### src/rtl/dc_rep_download.sv
// dc_rep_download: reassembles the 16-bit reply flit stream into a message of
// up to MAX_FLITS flits. The finished message is held for the consumer, and
// no new flits are accepted while it is held, which stalls the upstream fifo.
//
// Ports:
//   clk, rst               clock (rising edge), synchronous active-high reset
//   flit_in, v_flit_in     flit from the rep fifo and its valid
//   ctrl_in                flit tag: 01 head, 10 body, 11 tail/single, 00 invalid
//   msg_taken              consumer pops the held message
//   flit_rdy               a flit can be accepted this cycle (decoded from state)
//   dc_flits_out           assembled message, flit 0 in the most significant slot
//   v_dc_flits_out         dc_flits_out holds a complete message
//   flits_num_out          flits in the message minus one
//   dc_rep_download_state  high while collecting or holding
//   err_proto              one-cycle pulse on a protocol violation
module dc_rep_download #(
   parameter int unsigned FLIT_W    = 16,
   parameter int unsigned MAX_FLITS = 11
) (
   input  logic                          clk,
   input  logic                          rst,
   input  logic [FLIT_W-1:0]             flit_in,
   input  logic                          v_flit_in,
   input  logic [1:0]                    ctrl_in,
   input  logic                          msg_taken,
   output logic                          flit_rdy,
   output logic [FLIT_W*MAX_FLITS-1:0]   dc_flits_out,
   output logic                          v_dc_flits_out,
   output logic [3:0]                    flits_num_out,
   output logic                          dc_rep_download_state,
   output logic                          err_proto
);

   localparam int unsigned MSG_W = FLIT_W * MAX_FLITS;
   localparam int unsigned IDX_W = 4;

   localparam logic [1:0] CTRL_INV  = 2'b00;
   localparam logic [1:0] CTRL_HEAD = 2'b01;
   localparam logic [1:0] CTRL_BODY = 2'b10;
   localparam logic [1:0] CTRL_TAIL = 2'b11;

   typedef enum logic [1:0] {
      ST_IDLE = 2'd0,
      ST_BUSY = 2'd1,
      ST_FULL = 2'd2
   } state_t;

   state_t             r_state;
   logic [IDX_W-1:0]   r_idx;
   logic [MSG_W-1:0]   r_buf;
   logic [3:0]         r_num;
   logic               r_valid;
   logic               r_active;
   logic               r_err;

   state_t             w_state_nxt;
   logic [IDX_W-1:0]   w_idx_nxt;
   logic [3:0]         w_num_nxt;
   logic               w_err_nxt;
   logic               w_clr;
   logic               w_wr_en;
   logic [IDX_W-1:0]   w_wr_slot;
   logic               w_accept;
   logic               w_overflow;

   // Acceptance depends only on the registered state, never on msg_taken.
   assign w_accept   = v_flit_in && (r_state != ST_FULL);
   assign w_overflow = (r_idx >= IDX_W'(MAX_FLITS));

   // Next-state, slot write and error decode.
   always_comb begin
      w_state_nxt = r_state;
      w_idx_nxt   = r_idx;
      w_num_nxt   = r_num;
      w_err_nxt   = 1'b0;
      w_clr       = 1'b0;
      w_wr_en     = 1'b0;
      w_wr_slot   = r_idx;

      case (r_state)
         ST_IDLE: begin
            if (w_accept) begin
               case (ctrl_in)
                  CTRL_HEAD: begin
                     w_clr       = 1'b1;
                     w_wr_en     = 1'b1;
                     w_wr_slot   = '0;
                     w_idx_nxt   = IDX_W'(1);
                     w_state_nxt = ST_BUSY;
                  end
                  CTRL_TAIL: begin
                     w_clr       = 1'b1;
                     w_wr_en     = 1'b1;
                     w_wr_slot   = '0;
                     w_idx_nxt   = '0;
                     w_num_nxt   = '0;
                     w_state_nxt = ST_FULL;
                  end
                  default: w_err_nxt = 1'b1;
               endcase
            end
         end

         ST_BUSY: begin
            if (w_accept) begin
               case (ctrl_in)
                  CTRL_BODY: begin
                     if (w_overflow) begin
                        w_err_nxt = 1'b1;
                     end else begin
                        w_wr_en   = 1'b1;
                        w_idx_nxt = r_idx + IDX_W'(1);
                     end
                  end
                  CTRL_TAIL: begin
                     // An overflowing tail still closes the message.
                     if (w_overflow) begin
                        w_err_nxt = 1'b1;
                        w_num_nxt = 4'(MAX_FLITS - 1);
                     end else begin
                        w_wr_en   = 1'b1;
                        w_num_nxt = 4'(r_idx);
                     end
                     w_idx_nxt   = '0;
                     w_state_nxt = ST_FULL;
                  end
                  CTRL_HEAD: begin
                     // Unexpected head: drop the partial message and restart.
                     w_err_nxt = 1'b1;
                     w_clr     = 1'b1;
                     w_wr_en   = 1'b1;
                     w_wr_slot = '0;
                     w_idx_nxt = IDX_W'(1);
                  end
                  CTRL_INV: w_err_nxt = 1'b1;
                  default:  w_err_nxt = 1'b1;
               endcase
            end
         end

         ST_FULL: begin
            if (msg_taken) begin
               w_state_nxt = ST_IDLE;
            end
         end

         default: w_state_nxt = ST_IDLE;
      endcase
   end

   // State, message buffer and registered outputs.
   always_ff @(posedge clk) begin
      if (rst) begin
         r_state  <= ST_IDLE;
         r_idx    <= '0;
         r_buf    <= '0;
         r_num    <= '0;
         r_valid  <= 1'b0;
         r_active <= 1'b0;
         r_err    <= 1'b0;
      end else begin
         r_state  <= w_state_nxt;
         r_idx    <= w_idx_nxt;
         r_num    <= w_num_nxt;
         r_valid  <= (w_state_nxt == ST_FULL);
         r_active <= (w_state_nxt != ST_IDLE);
         r_err    <= w_err_nxt;
         for (int k = 0; k < int'(MAX_FLITS); k++) begin
            if (w_clr) begin
               r_buf[MSG_W-1-FLIT_W*k -: FLIT_W] <= '0;
            end
            if (w_wr_en && (w_wr_slot == IDX_W'(k))) begin
               r_buf[MSG_W-1-FLIT_W*k -: FLIT_W] <= flit_in;
            end
         end
      end
   end

   assign flit_rdy              = (r_state != ST_FULL);
   assign dc_flits_out          = r_buf;
   assign v_dc_flits_out        = r_valid;
   assign flits_num_out         = r_num;
   assign dc_rep_download_state = r_active;
   assign err_proto             = r_err;

endmodule
### config.mk
export PLATFORM = sky130hd
export DESIGN_NAME = dc_rep_download
export DESIGN_NICKNAME = d
export VERILOG_FILES = /design/src/rtl/dc_rep_download.sv
export SDC_FILE = /design/constraint.sdc
export NUM_CORES = 1
export LEC_CHECK = 0
export CAP_MARGIN = 10
export CORE_ASPECT_RATIO = 1.2
export CORE_MARGIN = 4
export CORE_UTILIZATION = 25
export DETAILED_ROUTE_END_ITERATION = 12
export PLACE_DENSITY = 0.43
export SYNTH_ARGS = -nofsm -noshare
export SYNTH_HDL_FRONTEND = slang
export SYNTH_SLANG_ARGS = --single-unit
### constraint.sdc
create_clock -name clk -period 5.15 [get_ports clk]
set_input_delay 1.03 -clock clk [delete_from_list [all_inputs] [get_ports clk]]
set_output_delay 1.03 -clock clk [all_outputs]
set_load 0.02 [all_outputs]
Yosys cells after proc, flatten, opt, wreduce, memory -nomap -nowiden
Index checks and enable logic that the tools add are counted.

Div/mod/pow operators: 0. Multiplexer cells: 50. Bitwise logic cells: 0. Reduce and logical (&&, ||, !) cells: 33. Eq/ne operators: 24. Add/sub/neg operators: 1. $mul: 0. Magnitude comparators: 1. Shift-type cells: 0.

Operators by type and width (number): two-way mux 16 bit (12); two-way mux 4 bit (12); one-hot mux 4 bit (2 select lines) (4); nonzero test 2 bit (13); equality test 4 x 3 -> 1 bit (second input constant) (4); equality test 4 bit (second input constant) (3); logical AND 1 bit (12); one-hot mux 4 bit (3 select lines) (1); two-way mux 1 bit (10); inequality test 2 bit (second input constant) (5); one-hot mux 1 bit (2 select lines) (5); equality test 2 bit (second input constant) (4); equality test 4 x 2 -> 1 bit (second input constant) (2); two-way mux 2 bit (4); inequality test 3 bit (second input constant) (2); one-hot mux 2 bit (3 select lines) (1); AND reduction 6 bit (1); OR reduction 2 bit (3); AND reduction 5 bit (1); adder 4 x 1 -> 4 bit (second input constant) (1); equality test 2 x 1 -> 1 bit (second input constant) (2); equality test 4 x 1 -> 1 bit (second input constant) (1); greater-or-equal comparator 4 bit (second input constant) (1); zero test 2 bit (2); other kinds (3) (3).

ROM bits: 0. Output and inout bits: 184. Latch bits: 0. Memories kept: 0. Word-level logic and storage cells: 126. Bits in registers: 189. RAM bits: 0. Bits of input ports: 22.

Logic depth before layout (Yosys ltp)
Gate-level depths: netlist of the first run.

Depth after elaboration: 8. Gate-level depth with buffers: 10. Depth with buffers taken out: 6.

Least setup slack after synthesis of the first run
No wires, ideal clock.

Path kind: input-to-reg. Start point: input port ctrl_in[1]. End point: register r_buf[118] (netlist: dc_flits_out[118]). Setup time: 132 ps. Data required time: 5018 ps. Setup slack: 2530 ps. Path buffers: 4. Stages on the path: 10. Data arrival time: 2488 ps. Path through: inv_1 ha_1 clkbuf_1 o21bai_1 o32ai_4 buf_12 nand4b_2 buf_6 buf_12 mux2i_1.

Cells in the longest elaborated chain, start to end: 8. Elaborated cells between the ends (all ways): 22. Classes of those cells: 4 x eq/ne; 14 x mux; 4 x reduce/logical.

RTL lines: start: declaration (line 24) `input logic [1:0] ctrl_in,`; equality test 2 bit / equality test 2 x 1 -> 1 bit (equally long branches) (line 83, 106); OR reduction 2 bit (no source line); two-way mux 4 bit (line 83) `case (ctrl_in)`; two-way mux 4 bit (line 82) `if (w_accept) begin`; one-hot mux 4 bit (2 select lines) (line 80) `case (r_state)`; equality test 4 x 2 -> 1 bit (line 172) `if (w_wr_en && (w_wr_slot == IDX_W'(k))) begin`; logical AND 1 bit (line 172); two-way mux 16 bit / nonzero test 2 bit (equally long branches); end signal: indexed assignment (line 173) `r_buf[MSG_W-1-FLIT_W*k -: FLIT_W] <= flit_in;`; end: declaration (line 50) `logic [MSG_W-1:0] r_buf;`.

Parallel ways exist; a longest one is shown, timed or not. A chain may end at the register's enable or synchronous reset.

Worst setup path after layout of the first run
Start point: input port ctrl_in[1]. End point: register r_buf[119] (netlist: dc_flits_out[119]).

Same word-level chain as after synthesis.

==> impl_metrics.ini, run 1 <==
[synth]
synth_cell_types = 39
ys_seq_elements = 189
synth-edff-count = 0
yosysWarnings = 0
syn_nets = 753
synthCells = 726
synthArstFlopShare = 0
mappedNetlistArea_um2 = 8157
synth_area_per_cell_um2 = 11.23
synth_ff_type = dfxtp_1
ys_seq_area_frac = 0.4639

[setup_path]
r2r_slack_ns = 2.22
worstReg2RegEnd = dc_flits_out[23]
worstReg2RegStart = r_idx[0]
critPathMaxFanout = 46
end_kind = flop
critPathLaunchType = input pin
worstPathRequired_ns = 5.41
crit_arrival_ns = 3.80
reg2reg_depth = 5
critical_path_class = in2reg
critPathLaunch = ctrl_in[1]

[timing]
clock-skew-final_ns = 0.01284
setup_tns_ns = 0
relSlewSlack = 0.2771
timing.hold.ws_ns = 0.4632
fin_crit_sh = 0.6868
slew_viol_final = 0
rsz0062_at_grt = false
setup_viol = 0
period_needed_ns = 3.537
fmax_mhz = 282.7
final_hold_viol_count = 0
tightest_slew_ns = 1.084

[floorplanning]
ios = 206
row_count = 72
start_util = 0.2529
die_x_um = 172.9
dieArea_um2 = 35590
core_um2 = 32250
dieHeight_um = 205.9

[clock_network]
cts_hold_buf = 0
clk_latency_ns = 0.44
path_clk_slew_ns = 0.08
cts_buffers = 17
clock_path_buffers = 2
cts_num_sinks = 189
root_buffer = clkbuf_16
cts_max_level = 4
tritoncts = built
cts_resized = 0
post_cts_buffers = 0

[drt]
vias_per_cell = 4.633
wirelength_mm = 28.38
drt_iter0_markers = 386
route.detailed.wl_per_inst_um = 21.85
num_vias = 6018
route.detailed.drc = 0
ant_nets = 0
first_pass_iters = 4

[global_route]
grt_first_pass_wirelength_mm = 41.55
grt_max_degree = 74
grt-ovfl-total = 0
grt_pass1_vias = 6083
grt_usage = 0.1552
grt_antenna_before_repair = 0

[final_layout]
syn_to_final_growth_pct = 34.27
nNetsFinal = 906
diodes = 0
drive_gt1_frac = 0.05717
utilization = 0.3396
n_fill_cell = 3273
layout.cells.non_filler = 1299
seqCellArea_um2 = 3784
multi_input_area_um2 = 3914

[place]
hpwl_mm = 17.73
place_inst = 1267
gp_congestion = 0.7364
numPortBuffers = 205

[worst_hold_path]
min_from = flits_num_out[1]
hold_end = flits_num_out[1]
min_path_cells = 2
hold_class = reg2reg

[power_and_ir_drop]
p_leak_nw = 4.796
vdd_drop_max_mv = 0.1575
powerDensity_nw_per_um2 = 290.0

[run]
maxCapViolCount = 0

[outcome]
status = finished clean
-- layout by cell type (no fill, tap or decap), types with 6 or more instances in the layout --
master,count
dfxtp_1,189
nand2_1,7
nand4_4,8
nor2_1,11
buf_4,8
clkdlybuf4s50_1,204
nand2b_1,19
nor2b_1,6
nand3b_1,177
clkbuf_16,17
a21oi_1,7
mux2i_1,178
-- worst max-delay path by stage --
| stage | end | slack [ns] | depth (start not counted) |
|---|---|---|---|
| 5_1_grt | dc_flits_out[121] | 1.44 | 8 |
| 3_5_place_dp | dc_flits_out[119] | 1.18 | 8 |
| 2_1_floorplan | dc_flits_out[118] | 2.53 | 10 |
| 4_1_cts | dc_flits_out[119] | 1.64 | 8 |
| 3_3_place_gp | dc_flits_out[119] | 1.20 | 8 |
| 6_report | dc_flits_out[119] | 1.61 | 8 |
-- per-stage QoR --
step / power (mW) / area, um2 / setup slack [ns]
2_1_floorplan: 1.668 / 8157 / 2.530
3_3_place_gp: 1.765 / 10320 / 1.200
3_5_place_dp: 1.763 / 10320 / 1.182
4_1_cts: 3.230 / 10950 / 1.635
5_1_grt: 3.293 / 10950 / 1.436
6_report: 3.176 / 10950 / 1.613
-- where the power goes --
group | switching [mW] | internal (mW)
Combinational | 0.158 | 0.0849
Clock | 0.618 | 0.833
Sequential | 0.00955 | 1.47
-- area by class of cell --
type,count,share of cell area
Timing Repair Buffer,212,0.1919
Inverter,3,0.001028
Clock buffer,20,0.04079
Sequential cell,189,0.3455
Multi-Input combinational cell,456,0.3574
Clock inverter,12,0.01691
Tap cell,407,0.04650
-- routing by layer --
metal,track usage,share of wire
met2,0.2614,0.48
met1,0.2061,0.47
met4,0.03251,0.0092
met3,0.03421,0.038
met5,0,0
-- critical path: stages --
cell             delay, ns
clkdlybuf4s50_1       0.55
ha_1                  0.38
nor2b_1               0.21
o21ai_4               0.48
buf_4                 0.55
nand4b_2              0.15
buf_4                 0.28
mux2i_1               0.15
-- state kept, by name, summed over array words and instances, names as in the netlist --
name                   count
dc_flits_out             176
flits_num_out              4
r_idx                      4
r_state                    2
dc_rep_download_state      1
err_proto                  1
v_dc_flits_out             1
-- Yosys cell counts, drive strengths merged (2+ instances only) --
library cell / number / area share
a21oi: 7 / 0.0043
a32oi: 2 / 0.0021
and3: 2 / 0.0015
buf: 38 / 0.037
clkbuf: 40 / 0.018
dfxtp: 189 / 0.46
ha: 5 / 0.0077
inv: 3 / 0.0014
mux2i: 178 / 0.22
nand2: 7 / 0.0032
nand2b: 19 / 0.015
nand3: 2 / 0.0028
nand3b: 177 / 0.16
nand4: 12 / 0.024
nor2: 11 / 0.0051
nor2b: 6 / 0.0046
nor3: 5 / 0.0031
nor4: 2 / 0.0015
o211a: 2 / 0.0025
o21a: 2 / 0.0018
o21ai: 5 / 0.0044
o21bai: 2 / 0.0018
o31ai: 2 / 0.0018
-- kinds of logic (layout without fill, tap and decap cells) --
kind of cell	Yosys count	in the layout	share of synthesized area
AND/OR/NAND/NOR	246	246	0.2270
multiplexers	179	179	0.2198
AO/OA/AOI/OAI	26	26	0.02531
buffers and inverters	81	247	0.05630
adder cells (fa/ha/maj)	5	5	0.007670
flip-flops	189	189	0.4639
Note: power is estimated with default switching activity, not from simulation.
==> run 2: changes to the inputs <==
- clock period: 5.15 -> 3.35 ns (I/O delays scaled with it)
==> impl_metrics.ini, run 2 (synthesis results as in run 1) <==
[outcome]
status = finished clean

[timing]
relSlewSlack = 0.4012
final_hold_viol_count = 0
slew_viol_final = 0
timing.hold.ws_ns = 0.4604
fmax_mhz = 385.0
setup_viol = 0
setup_tns_ns = 0
rsz0062_at_grt = false
fin_crit_sh = 0.7754
clock-skew-final_ns = 0.01435
period_needed_ns = 2.597
tightest_slew_ns = 0.8981

[setup_path]
critPathMaxFanout = 16
crit_arrival_ns = 2.88
critPathLaunchType = input pin
critical_path_class = in2reg
worstPathRequired_ns = 3.63
end_kind = flop

[power_and_ir_drop]
p_leak_nw = 4.909
vdd_drop_max_mv = 0.2505
powerDensity_nw_per_um2 = 430.4

[floorplanning]
core_um2 = 32250
start_util = 0.2529
ios = 206
dieHeight_um = 205.9
row_count = 72
die_x_um = 172.9
dieArea_um2 = 35590

[final_layout]
final_common_cell = clkdlybuf4s50_1
nNetsFinal = 922
layout.cells.non_filler = 1315
seqCellArea_um2 = 3784
drive_gt1_frac = 0.07489
final_cell_mix = clkdlybuf4s50_1, dfxtp_1, mux2i_1
multi_input_area_um2 = 3914
syn_to_final_growth_pct = 36.62
largest_reg_flops = 176
diodes = 0
n_fill_cell = 3252
utilization = 0.3455

[drt]
wirelength_mm = 28.54
vias_per_cell = 4.643
route.detailed.wl_per_inst_um = 21.70
route.detailed.drc = 0
drt_iter0_markers = 304
first_pass_iters = 4
ant_nets = 0
num_vias = 6105

[place]
gp_congestion = 0.7524
hpwl_mm = 17.98
numPortBuffers = 205
place_inst = 1283

[global_route]
grt_first_pass_wirelength_mm = 42.00
grt-ovfl-total = 0
grt_max_degree = 113
grt_usage = 0.1566
grt_pass1_vias = 6165
grt_antenna_before_repair = 0

[clock_network]
cts_num_sinks = 189
root_buffer = clkbuf_16
cts_max_level = 4
post_cts_buffers = 0
clock_path_buffers = 2
cts_buffers = 17
cts_hold_buf = 0
path_clk_slew_ns = 0.08
clk_latency_ns = 0.44
tritoncts = built
cts_resized = 0

[worst_hold_path]
hold_class = reg2reg

[run]
maxCapViolCount = 0
## run 2: cell count changes in the layout (fill, tap and decap cells not counted)
cell / previous run / this run
clkbuf_1: 2 / 1
clkinvlp_4: 4 / 2
inv_6: 3 / 2
buf_12: 0 / 8
bufinv_16: 4 / 2
clkbuf_8: 1 / 3
buf_4: 8 / 16
clkinv_4: 1 / 4
clkinv_2: 0 / 1
## run 2: final timing paths
path                         start                to  slack, ns  cells past startpoint
setup / recovery        ctrl_in[1]  dc_flits_out[29]       0.75                      8
hold / removal    flits_num_out[1]  flits_num_out[1]       0.46                      2
setup reg to reg          r_idx[0]  dc_flits_out[29]       1.02                      6
hold reg to reg   flits_num_out[1]  flits_num_out[1]       0.46                      2
## run 2: metrics by stage
step	instance area, um2	setup WS [ns]	total power [mW]
detailed placement	10540	0.3077	2.740
global route	11140	0.5751	4.968
CTS	11140	0.7808	4.875
finish	11140	0.7526	4.796
global placement	10540	0.3552	2.741
floorplan	8157	1.090	2.564
## run 2: cell type report
class / instances / area share
tap: 407 / 0.04570
inverter: 3 / 0.001011
clock inverter: 11 / 0.01190
timing repair buffer: 228 / 0.2084
sequential: 189 / 0.3395
clock buffer: 21 / 0.04222
multi-input combinational: 456 / 0.3512
## run 2: layer usage
metal | share of wire | global-route usage | routed length [um]
met5 | 0 | 0 | 0
met4 | 0.012 | 0.04363 | 342
met3 | 0.049 | 0.03696 | 1387
met2 | 0.49 | 0.2630 | 13860
met1 | 0.45 | 0.2028 | 12950
## run 2: power breakdown
group / total [mW] / internal, mW / switching (mW)
Combinational: 0.403 / 0.156 / 0.247
Sequential: 2.28 / 2.26 / 0.0159
Clock: 2.11 / 1.17 / 0.944
Total: 4.80 / 3.59 / 1.21
## run 2: worst max-delay path, cell delays in order
cell             delay, ns
clkdlybuf4s50_1       0.55
inv_1                 0.13
ha_1                  0.33
o21bai_1              0.16
o32ai_4               0.17
buf_12                0.21
nand4_4               0.39
mux2i_1               0.23
==> run 3: changes to the inputs <==
- clock period: 3.35 -> 2.4 ns (I/O delays scaled with it)
==> impl_metrics.ini, run 3 (synthesis results as in run 1) <==
[global_route]
grt_usage = 0.1580
grt_max_degree = 55
grt_pass1_vias = 6342
grt_first_pass_wirelength_mm = 42.64
grt_antenna_before_repair = 0
grt-ovfl-total = 0

[final_layout]
final_cell_mix = clkdlybuf4s50_1, dfxtp_1, mux2i_1
final_cell_area_um2 = 11650
diodes = 0
nNetsFinal = 963
final_common_cell = clkdlybuf4s50_1
multi_input_area_um2 = 3914
seqCellArea_um2 = 3784
utilization = 0.3612
layout.cells.non_filler = 1356
largest_reg_flops = 176
drive_gt1_frac = 0.1128
n_fill_cell = 3210
syn_to_final_growth_pct = 42.80

[place]
postPlaceCellArea_um2 = 11050
numPortBuffers = 205
hpwl_mm = 18.98
place_inst = 1324
gp_congestion = 0.7666

[setup_path]
endpoint = dc_flits_out[9]
end_kind = flop
reg2reg_depth = 7
critPathLaunchType = input pin
r2r_slack_ns = 0.21
critPathMaxFanout = 9
worstReg2RegStart = r_idx[0]
worstPathRequired_ns = 2.69
critPathLaunch = ctrl_in[1]
worstReg2RegEnd = dc_flits_out[9]
critical_path_class = in2reg
crit_arrival_ns = 2.49

[clock_network]
clock_path_buffers = 2
path_clk_slew_ns = 0.07
tritoncts = built
post_cts_buffers = 0
cts_num_sinks = 189
cts_max_level = 4
cts_hold_buf = 0
cts_resized = 0
cts_buffers = 17
clk_latency_ns = 0.43
root_buffer = clkbuf_16

[timing]
period_needed_ns = 2.200
relSlewSlack = 0.5856
rsz0062_at_grt = false
clock-skew-final_ns = 0.009419
fmax_mhz = 454.6
fin_crit_sh = 0.9166
setup_viol = 0
tightest_slew_ns = 0.6203
final_hold_viol_count = 0
timing.hold.ws_ns = 0.4402
slew_viol_final = 0

[power_and_ir_drop]
powerDensity_nw_per_um2 = 576.4
p_leak_nw = 5.187
power_mw = 6.713
vdd_drop_max_mv = 0.3006

[drt]
route.detailed.drc = 0
vias_per_cell = 4.588
first_pass_iters = 5
wirelength_mm = 28.69
drt_iter0_markers = 298
num_vias = 6221
route.detailed.wl_per_inst_um = 21.16
ant_nets = 0

[run]
maxCapViolCount = 0

[floorplanning]
row_count = 72
dieHeight_um = 205.9
ios = 206
die_x_um = 172.9
core_um2 = 32250
dieArea_um2 = 35590
start_util = 0.2529

[worst_hold_path]
hold_class = in2reg

[outcome]
status = finished clean
==> run 3: metrics by stage <==
stage	worst slack, ns	setup TNS (ns)
2_1_floorplan	0.3300	0
3_3_place_gp	-0.1988	-25.42
3_5_place_dp	-0.2321	-29.48
4_1_cts	0.2058	0
5_1_grt	0.08224	0
6_report	0.2002	0
==> run 3: worst min-delay path by stage <==
| stage | from | end | slack, ns | cells past startpoint |
|---|---|---|---|---|
| 6_report | rst | v_dc_flits_out | 0.44 | 2 |
| 5_1_grt | rst | v_dc_flits_out | 0.43 | 2 |
| 4_1_cts | rst | v_dc_flits_out | 0.42 | 2 |
| 3_5_place_dp | flits_num_out[1] | flits_num_out[1] | 0.45 | 2 |
| 3_3_place_gp | flits_num_out[1] | flits_num_out[1] | 0.45 | 2 |
| 2_1_floorplan | r_state[1] | r_state[0] | 0.51 | 1 |
==> run 3: routing by layer <==
metal  vias to the layer above  GRT usage  share of wire
met2                       165     0.2648           0.48
met1                      3041     0.2040           0.46
met4                         0    0.04648          0.019
met5                         -          0              0
li1                       2994          -              -
met3                        21    0.03750          0.043
==> run 3: layout make-up <==
| class | instances | area share |
|---|---|---|
| clock buffers | 24 | 0.04222 |
| multi-input cells | 456 | 0.3360 |
| inverters | 3 | 0.0009668 |
| clock inverters | 8 | 0.009238 |
| repair buffers | 269 | 0.2430 |
| well taps | 407 | 0.04372 |
| flip-flops and latches | 189 | 0.3248 |
==> run 3: worst max-delay path, cell delays in order <==
cell and delay, ns:
clkdlybuf4s50_1 0.58, nor2_1 0.11, o32ai_4 0.60, buf_4 0.23, nand4_4 0.16, buf_12 0.22
mux2i_1 0.11
==> run 3: where the power goes <==
| part | switching, mW | leakage (nW) | internal [mW] |
|---|---|---|---|
| logic | 0.360 | 3.38 | 0.255 |
| clock network | 1.27 | 0.279 | 1.65 |
| registers | 0.0144 | 1.52 | 3.16 |
| total | 1.64 | 5.19 | 5.07 |
